--- src/rtl/wave_sched.sv ---
// Cycle-accurate single-bit waveform sequencer: a small buffer of (delay, value)
// events is played out against a per-event down-counter after a start request.
module wave_sched #(
    parameter int DEPTH  = 8,
    parameter int DLY_W  = 8,
    parameter int TIME_W = 16,
    parameter int CNT_W  = $clog2(DEPTH + 1)
) (
    input  logic              clk,
    input  logic              rst_n,
    input  logic              clear,
    input  logic              wr_valid,
    output logic              wr_ready,
    input  logic [DLY_W-1:0]  wr_delay,
    input  logic              wr_value,
    input  logic              start,
    output logic              busy,
    output logic              done,
    output logic              evt_pulse,
    output logic              sig,
    output logic [TIME_W-1:0] now,
    output logic [CNT_W-1:0]  count
);

    localparam int IDX_W = (DEPTH > 1) ? $clog2(DEPTH) : 1;

    typedef enum logic {
        IDLE,
        RUN
    } state_t;

    state_t            state_q, state_d;
    logic [DLY_W-1:0]  dly_mem_q [DEPTH];
    logic              val_mem_q [DEPTH];
    logic [CNT_W-1:0]  count_q, count_d;
    logic [IDX_W-1:0]  idx_q, idx_d;
    logic [IDX_W-1:0]  nidx;
    logic [DLY_W-1:0]  dcnt_q, dcnt_d;
    logic [TIME_W-1:0] now_q, now_d;
    logic              sig_q, sig_d;
    logic              done_q, done_d;
    logic              evt_q, evt_d;
    logic              clear_eff;
    logic              wr_en;
    logic              last;

    assign wr_ready  = (state_q == IDLE) && (count_q < CNT_W'(DEPTH));
    // start outranks clear in the same cycle
    assign clear_eff = (state_q == IDLE) && clear && !start;
    assign wr_en     = wr_valid && wr_ready && !clear_eff;
    assign last      = (CNT_W'(idx_q) + CNT_W'(1)) == count_q;
    assign nidx      = last ? '0 : idx_q + IDX_W'(1);

    always_comb begin
        state_d = state_q;
        count_d = count_q;
        idx_d   = idx_q;
        dcnt_d  = dcnt_q;
        now_d   = now_q;
        sig_d   = sig_q;
        done_d  = 1'b0;
        evt_d   = 1'b0;
        case (state_q)
            IDLE: begin
                if (clear_eff) begin
                    count_d = '0;
                end else if (wr_en) begin
                    count_d = count_q + CNT_W'(1);
                end
                if (start) begin
                    if (count_q != '0) begin
                        state_d = RUN;
                        idx_d   = '0;
                        dcnt_d  = dly_mem_q[0];
                        now_d   = '0;
                    end else begin
                        done_d = 1'b1;
                    end
                end
            end
            RUN: begin
                if (now_q != '1) begin
                    now_d = now_q + TIME_W'(1);
                end
                if (dcnt_q == '0) begin
                    sig_d = val_mem_q[idx_q];
                    evt_d = 1'b1;
                    if (last) begin
                        state_d = IDLE;
                        done_d  = 1'b1;
                    end else begin
                        idx_d  = nidx;
                        dcnt_d = dly_mem_q[nidx];
                    end
                end else begin
                    dcnt_d = dcnt_q - DLY_W'(1);
                end
            end
            default: state_d = IDLE;
        endcase
    end

    always_ff @(posedge clk) begin
        if (!rst_n) begin
            state_q <= IDLE;
            count_q <= '0;
            idx_q   <= '0;
            dcnt_q  <= '0;
            now_q   <= '0;
            sig_q   <= 1'b0;
            done_q  <= 1'b0;
            evt_q   <= 1'b0;
        end else begin
            state_q <= state_d;
            count_q <= count_d;
            idx_q   <= idx_d;
            dcnt_q  <= dcnt_d;
            now_q   <= now_d;
            sig_q   <= sig_d;
            done_q  <= done_d;
            evt_q   <= evt_d;
        end
    end

    // Buffer contents are don't-care after reset, so the array carries no reset.
    always_ff @(posedge clk) begin
        if (wr_en) begin
            dly_mem_q[count_q[IDX_W-1:0]] <= wr_delay;
            val_mem_q[count_q[IDX_W-1:0]] <= wr_value;
        end
    end

    assign busy      = (state_q == RUN);
    assign done      = done_q;
    assign evt_pulse = evt_q;
    assign sig       = sig_q;
    assign now       = now_q;
    assign count     = count_q;

endmodule
--- config.mk ---
export PLATFORM = sky130hd
export DESIGN_NAME = wave_sched
export DESIGN_NICKNAME = d
export VERILOG_FILES = /design/src/rtl/wave_sched.sv
export SDC_FILE = /design/constraint.sdc
export NUM_CORES = 1
export LEC_CHECK = 0
export CORE_AREA = 8 8 108 110
export CTS_BUF_LIST = sky130_fd_sc_hd__clkbuf_2 sky130_fd_sc_hd__clkbuf_4 sky130_fd_sc_hd__clkbuf_8
export DETAILED_ROUTE_END_ITERATION = 8
export DIE_AREA = 0 0 116 118
export GPL_ROUTABILITY_DRIVEN = 1
export GPL_TIMING_DRIVEN = 1
export HOLD_SLACK_MARGIN = 0.1
export PLACE_DENSITY = 0.77
export SETUP_SLACK_MARGIN = 0.05
export SYNTH_ARGS = -nofsm -noshare
export SYNTH_HDL_FRONTEND = slang
export SYNTH_SLANG_ARGS = --single-unit
--- constraint.sdc ---
create_clock -name clk -period 2.6 [get_ports clk]
set_clock_uncertainty 0.05 [all_clocks]
set_input_delay 0.39 -clock clk [delete_from_list [all_inputs] [get_ports clk]]
set_output_delay 0.39 -clock clk [all_outputs]
set_load 0.03 [all_outputs]
Word level (Yosys, flattened, before mapping)

Memory sizes are Yosys's and may differ from the RTL's. A register that Yosys moved wholly into a read port is not among the register bits.
Index checks and enable logic that the tools add are counted.
Widths: inputs -> output; s select.

Mux-type cells: 30
$add $sub $neg: 5
$lt $le $gt $ge: 1
Bitwise gates (word level): 1
Div/mod/pow operators: 0
Reductions and logical operators: 17
Shifts and indexed selects: 0
Multiply operators: 0
Equal/unequal tests: 8

Operators with widths:

| cell                  | count |
|---|---|
| $mux 16               | 3 |
| $mux 8                | 4 |
| $pmux 16 s2           | 1 |
| $add 16x1->16 const B | 1 |
| $ne 16x16->1 const B  | 1 |
| $pmux 8 s2            | 1 |
| $mux 3                | 5 |
| $mux 1                | 11 |
| $logic_not 8->1       | 1 |
| $mux 4                | 2 |
| $sub 8x1->8 const B   | 1 |
| $ne 2x1->1 const B    | 3 |
| $pmux 3 s2            | 1 |
| $reduce_and 2->1      | 3 |
| $reduce_and 3->1      | 2 |
| $logic_and 1x1->1     | 5 |
| $add 3x1->4 const B   | 1 |
| $add 4x1->4 const B   | 1 |
| $eq 4x4->1            | 1 |
| $lt 4x4->1 const B    | 1 |
| $ne 2x2->1 const B    | 2 |
| $pmux 1 s2            | 2 |
| $reduce_and 4->1      | 1 |
| $reduce_bool 4->1     | 1 |
| 5 further kinds       | 7 |

Bits in registers: 34
Output and inout bits: 25
Bits of input ports: 14
Word-level logic and storage cells: 71
Latch bits: 0
RAM bits: 72
Bits in read-only memories: 0
Memories: 2

Memory list:

| memory    | words | bits a word | rd ports | clocked after memory_dff | wr ports | RTL line | RTL |
|---|---|---|---|---|---|---|---|
| dly_mem_q | 8     | 8           | 2        | 0                        | 1        | 33       | `logic [DLY_W-1:0] dly_mem_q [DEPTH];` |
| val_mem_q | 8     | 1           | 1        | 1                        | 1        | 34       | `logic val_mem_q [DEPTH];` |

Logic depth before layout (Yosys ltp)

Depth after elaboration: 7
Depth in mapped cells: 10
Depth with buffers taken out: 8

Worst setup path after synthesis

No wires, ideal clock.

Path kind: register -> register
Start: register state_q (netlist: busy)
End: memory dly_mem_q[1][0] (enable)
Slack: -212 ps
Setup time: 387 ps
Arrival time: 2376 ps
Cell stages (with the launch flop): 8
Required time: 2163 ps
Cell sequence: dfxtp_1 > buf_2 > nor2_1 > and2_1 > clkbuf_1 > and2_1 > nand2_1 > nor3_1

RTL lines:

| what                           | RTL line | RTL |
|---|---|---|
| start: declaration             | 32       | `state_t state_q, state_d;` |
| start signal: assignment       | 114      | `state_q <= state_d;` |
| $not 1->1 (no line)            | --       |  |
| $logic_and 1x1->1              | 47       | `assign wr_ready = (state_q == IDLE) && (count_q < CNT_W'(DEPTH));` |
| net wr_ready                   | 13       | `output logic wr_ready,` |
| $logic_and 1x1->1 (2 in a row) | 50       | `assign wr_en = wr_valid && wr_ready && !clear_eff;` |
| $mux 1                         | 127      | `if (wr_en) begin` |
| $mux 1 (implied by the code)   | 128      | `dly_mem_q[count_q[IDX_W-1:0]] <= wr_delay;` |
| end: declaration               | 33       |  |

The timed path passes the listed nets, and every way through them passes these cells.

Final worst setup path

Start: register idx_q[0]
End: register dcnt_q[2]

Cells in the longest elaborated chain, start to end: 7

Ends and longest elaborated chain:

| what                     | RTL line | RTL |
|---|---|---|
| start: declaration       | 36       | `logic [IDX_W-1:0] idx_q, idx_d;` |
| start signal: assignment | 116      | `idx_q <= idx_d;` |
| $add 3x1->4              | 51       | `assign last = (CNT_W'(idx_q) + CNT_W'(1)) == count_q;` |
| $eq 4x4->1               | 51       |  |
| $mux 3                   | 52       | `assign nidx = last ? '0 : idx_q + IDX_W'(1);` |
| $mem_v2 8x8              | --       |  |
| $mux 8                   | 88       | `if (last) begin` |
| $mux 8                   | 85       | `if (dcnt_q == '0) begin` |
| $pmux 8 s2               | 63       | `case (state_q)` |
| end signal: assignment   | 117      | `dcnt_q <= dcnt_d;` |
| end: declaration         | 38       | `logic [DLY_W-1:0] dcnt_q, dcnt_d;` |

Several ways; a longest one is shown, not always the timed one. The select of a mux whose other input is x is not followed.
A chain may end at the register's enable or synchronous reset.

==> flow_summary.toml <==
[worst_setup_path]
cp_launch_point = "idx_q[0]"
worstPathMaxFanout = 25
critical_path_required_ns = 2.82
rr_worst_depth = 7
crit_path_end_kind = "flop"
timing.setup.critical_path_class = "flop to flop"
critical-path-max-stage-delay_ns = 0.57
worstPathCellList = "buf_4 > xor2_2 > nand3_2 > a2111oi_4 > nor2_2 > mux2i_1 > o32ai_1"
crit_slowest_cell = "sky130_fd_sc_hd__a2111oi_4"
worst_ep_arrival_time_ns = 2.59
reg2reg_from = "idx_q[0]"
timing.critical_path.from_type = "flop"

[placement]
dp_hpwl_um = 9060
dpl-instance-area_mm2 = 0.00598
place.gp.congestion = 0.926
buffer_ports.inserted = 38

[clock_tree]
num_clock_sinks = 107
cts_max_path_buffers = 2
cts_root_cell = "sky130_fd_sc_hd__clkbuf_8"
clkLatencyLatePin_ns = 0.38
cts_setup_buffers = 0
tritoncts = "built"
htree_num_levels = 3
numCtsBuffers = 9
clk_transition_reported_paths_ns = 0.11

[logic_synthesis]
asyncSetResetFlopFracSynth_pct = 0
syn_avg_cell_area_um2 = 11.3
synth-edff-count = 72
synth.top_cell.area_share_pct = 40.7
seq_area_frac_synth_pct = 53.9
synthFlopType = "sky130_fd_sc_hd__edfxtp_1"
yosysMostFrequentCell = "sky130_fd_sc_hd__edfxtp_1"
post_synth_main_area_contributors = "sky130_fd_sc_hd__edfxtp_1 41%, sky130_fd_sc_hd__dfxtp_1 13%, sky130_fd_sc_hd__nor2_1 3.7%, sky130_fd_sc_hd__mux2i_1 3.0%, sky130_fd_sc_hd__xnor2_1 2.8%"
synth-warning-count = 0
yosys_register_bits = 107
synthesis.instances = 470
synth_top_cells_by_count = "72 x sky130_fd_sc_hd__edfxtp_1, 53 x sky130_fd_sc_hd__nor2_1, 35 x sky130_fd_sc_hd__dfxtp_1"
synth.lib_cells_used.distinct = 77
syn-cell-area_mm2 = 0.00531
cell_type_contributing_the_most_total_cell_area_after_synthesis = "sky130_fd_sc_hd__edfxtp_1"
nets_in_the_synthesized_netlist = 490

[timing]
setup_viol = 0
hold_viol = 0
period_needed_ns = 2.36
rsz_0062_raised_after_global_routing = "no"
max-slew-margin-rel_pct = 65.9
worst_slew_pin_slew_ns = 0.511
timing.final.max_slew_violations = 0
totalNegativeSetupSlack_ns = 0
finalCritPeriodShare_pct = 90.9
fmax_ghz = 0.423

[routing]
detailedRoute.firstPassIterationCount = 5
routed-via-count = 3965
wire_length_reported_by_the_detailed_router_um = 12400
post_drt_wl_per_cell_um = 18.7
ant_nets = 0
viasPerCell = 5.96
drtIter0Drc = 512
drc = 0

[global_route]
grt_start_max_net_pins = 26
grt.overflow.total = 0
first_global_vias = 3855
first_pass_grt_wire_length_um = 20000
grtUsageTotal_pct = 18.5
grt_antenna_before_repair = 0

[worst_hold_path]
holdCritPathClass = "flop to flop"
hp-start = "sig"
whs_path_depth = 2

[flow_run]
drv_cap = 0

[status]
run_status = "finished clean"

[final_layout]
final_design_area_no_fill_mm2 = 0.00617
post_route_cells_drive_above_1_share_pct = 16.1
nNetsFinal = 544
final_core_util_pct = 61.7
layout.filler_cells = 844
antenna-diode-count = 0
flow.area_growth_from_synthesis_pct = 16.2

[pwr]
power.static_leakage_nw = 2.09
vdd_ir_drop_max_mv = 0.553
power_density_mw_per_mm2 = 635

[floorplan]
chip_height_um = 118
fp.dieArea_mm2 = 0.0137
dieWidth_um = 116
top_level_ports = 39
core_area_mm2 = 0.0100
num_rows = 37
initial_util_pct = 53.1
state kept, by name (all words and copies together) (netlist names), 3 cells and up:
name and flops:
dly_mem_q 64, idx_q 3, val_mem_q 8, now 16
dcnt_q 8, count 4
metal layers:
| layer | vias to the layer above | wire, um | share of wire, % | track usage [%] |
|---|---|---|---|---|
| li1 | 1861 | - | - | - |
| met3 | 30 | 903 | 7.3 | 4.57 |
| met1 | 1905 | 5280 | 42 | 23.4 |
| met4 | 0 | 244 | 2.0 | 7.22 |
| met2 | 169 | 6010 | 48 | 29.5 |
| met5 | - | 0 | 0 | 0 |
power breakdown:
part	switching, W	internal (W)
registers	0.0000692	0.00188
clock network	0.000596	0.000380
logic	0.000597	0.000396
total	0.00126	0.00266
stage by stage:
stage               std cells  setup WS, ns  hold WS (ns)  total power, W
finish                    665         0.236         0.475         0.00392
global route              665        0.0701         0.514         0.00410
CTS                       665         0.154         0.483         0.00394
detailed placement        649         0.161         0.470         0.00297
global placement          649         0.242         0.442         0.00294
floorplan                 470         0.150         0.439         0.00268
final cells by class:
type | instances | area, um2 | area share, %
flip-flops and latches | 107 | 2860 | 46.4
multi-input cells | 323 | 2290 | 37.0
repair buffers | 70 | 621 | 10.1
well taps | 136 | 170 | 2.76
clock buffers | 10 | 131 | 2.13
clock inverters | 6 | 53.8 | 0.871
inverters | 13 | 48.8 | 0.790
timing repair:
action,in CTS,in global routing
endpoints found under the hold margin,0,0
hold buffers,0,0
endpoints found under the setup margin,0,8
gates resized for setup,0,3
layout by cell type (no fill, tap or decap), drive strengths merged, types with 6 or more instances in the layout:
cell type / n
inv: 16
mux2i: 16
ha: 6
clkbuf: 10
clkdlybuf4s50: 38
nand2: 29
a31oi: 10
nor2: 54
mux2: 7
edfxtp: 72
xnor2: 19
a21oi: 28
buf: 32
nand3: 23
o211ai: 6
o21ai: 18
dfxtp: 35
and2: 6
nor3: 16
critical path: cells and delay by family, from the launching register on:
| kind | cells | cell delay [ns] |
|---|---|---|
| mux | 1 | 0.21 |
| flops | 1 | 0.35 |
| simple gates | 2 | 0.33 |
| buf+inv | 1 | 0.33 |
| xor+xnor | 1 | 0.32 |
| compound gates | 2 | 0.68 |
final timing paths:
kind / endpoint / slack [ns]
worst max-delay path: dcnt_q[2] / 0.24
worst min-delay path: sig / 0.48
worst max register to register: dcnt_q[2] / 0.24
worst min register to register: sig / 0.48
kinds of logic (layout without fill, tap and decap cells):
| kind of cell | after synthesis | count (layout) | synth area share [%] |
|---|---|---|---|
| AOI/OAI and AO/OA | 115 | 115 | 16.2 |
| DFF | 107 | 107 | 53.9 |
| and+or+nand+nor | 152 | 152 | 14.6 |
| buffers and inverters | 40 | 99 | 3.58 |
| adders and majority gates | 6 | 6 | 1.41 |
| xor gates and xnor gates | 25 | 25 | 4.94 |
| muxes | 25 | 25 | 5.49 |
Power figures use the tool's default switching activity.
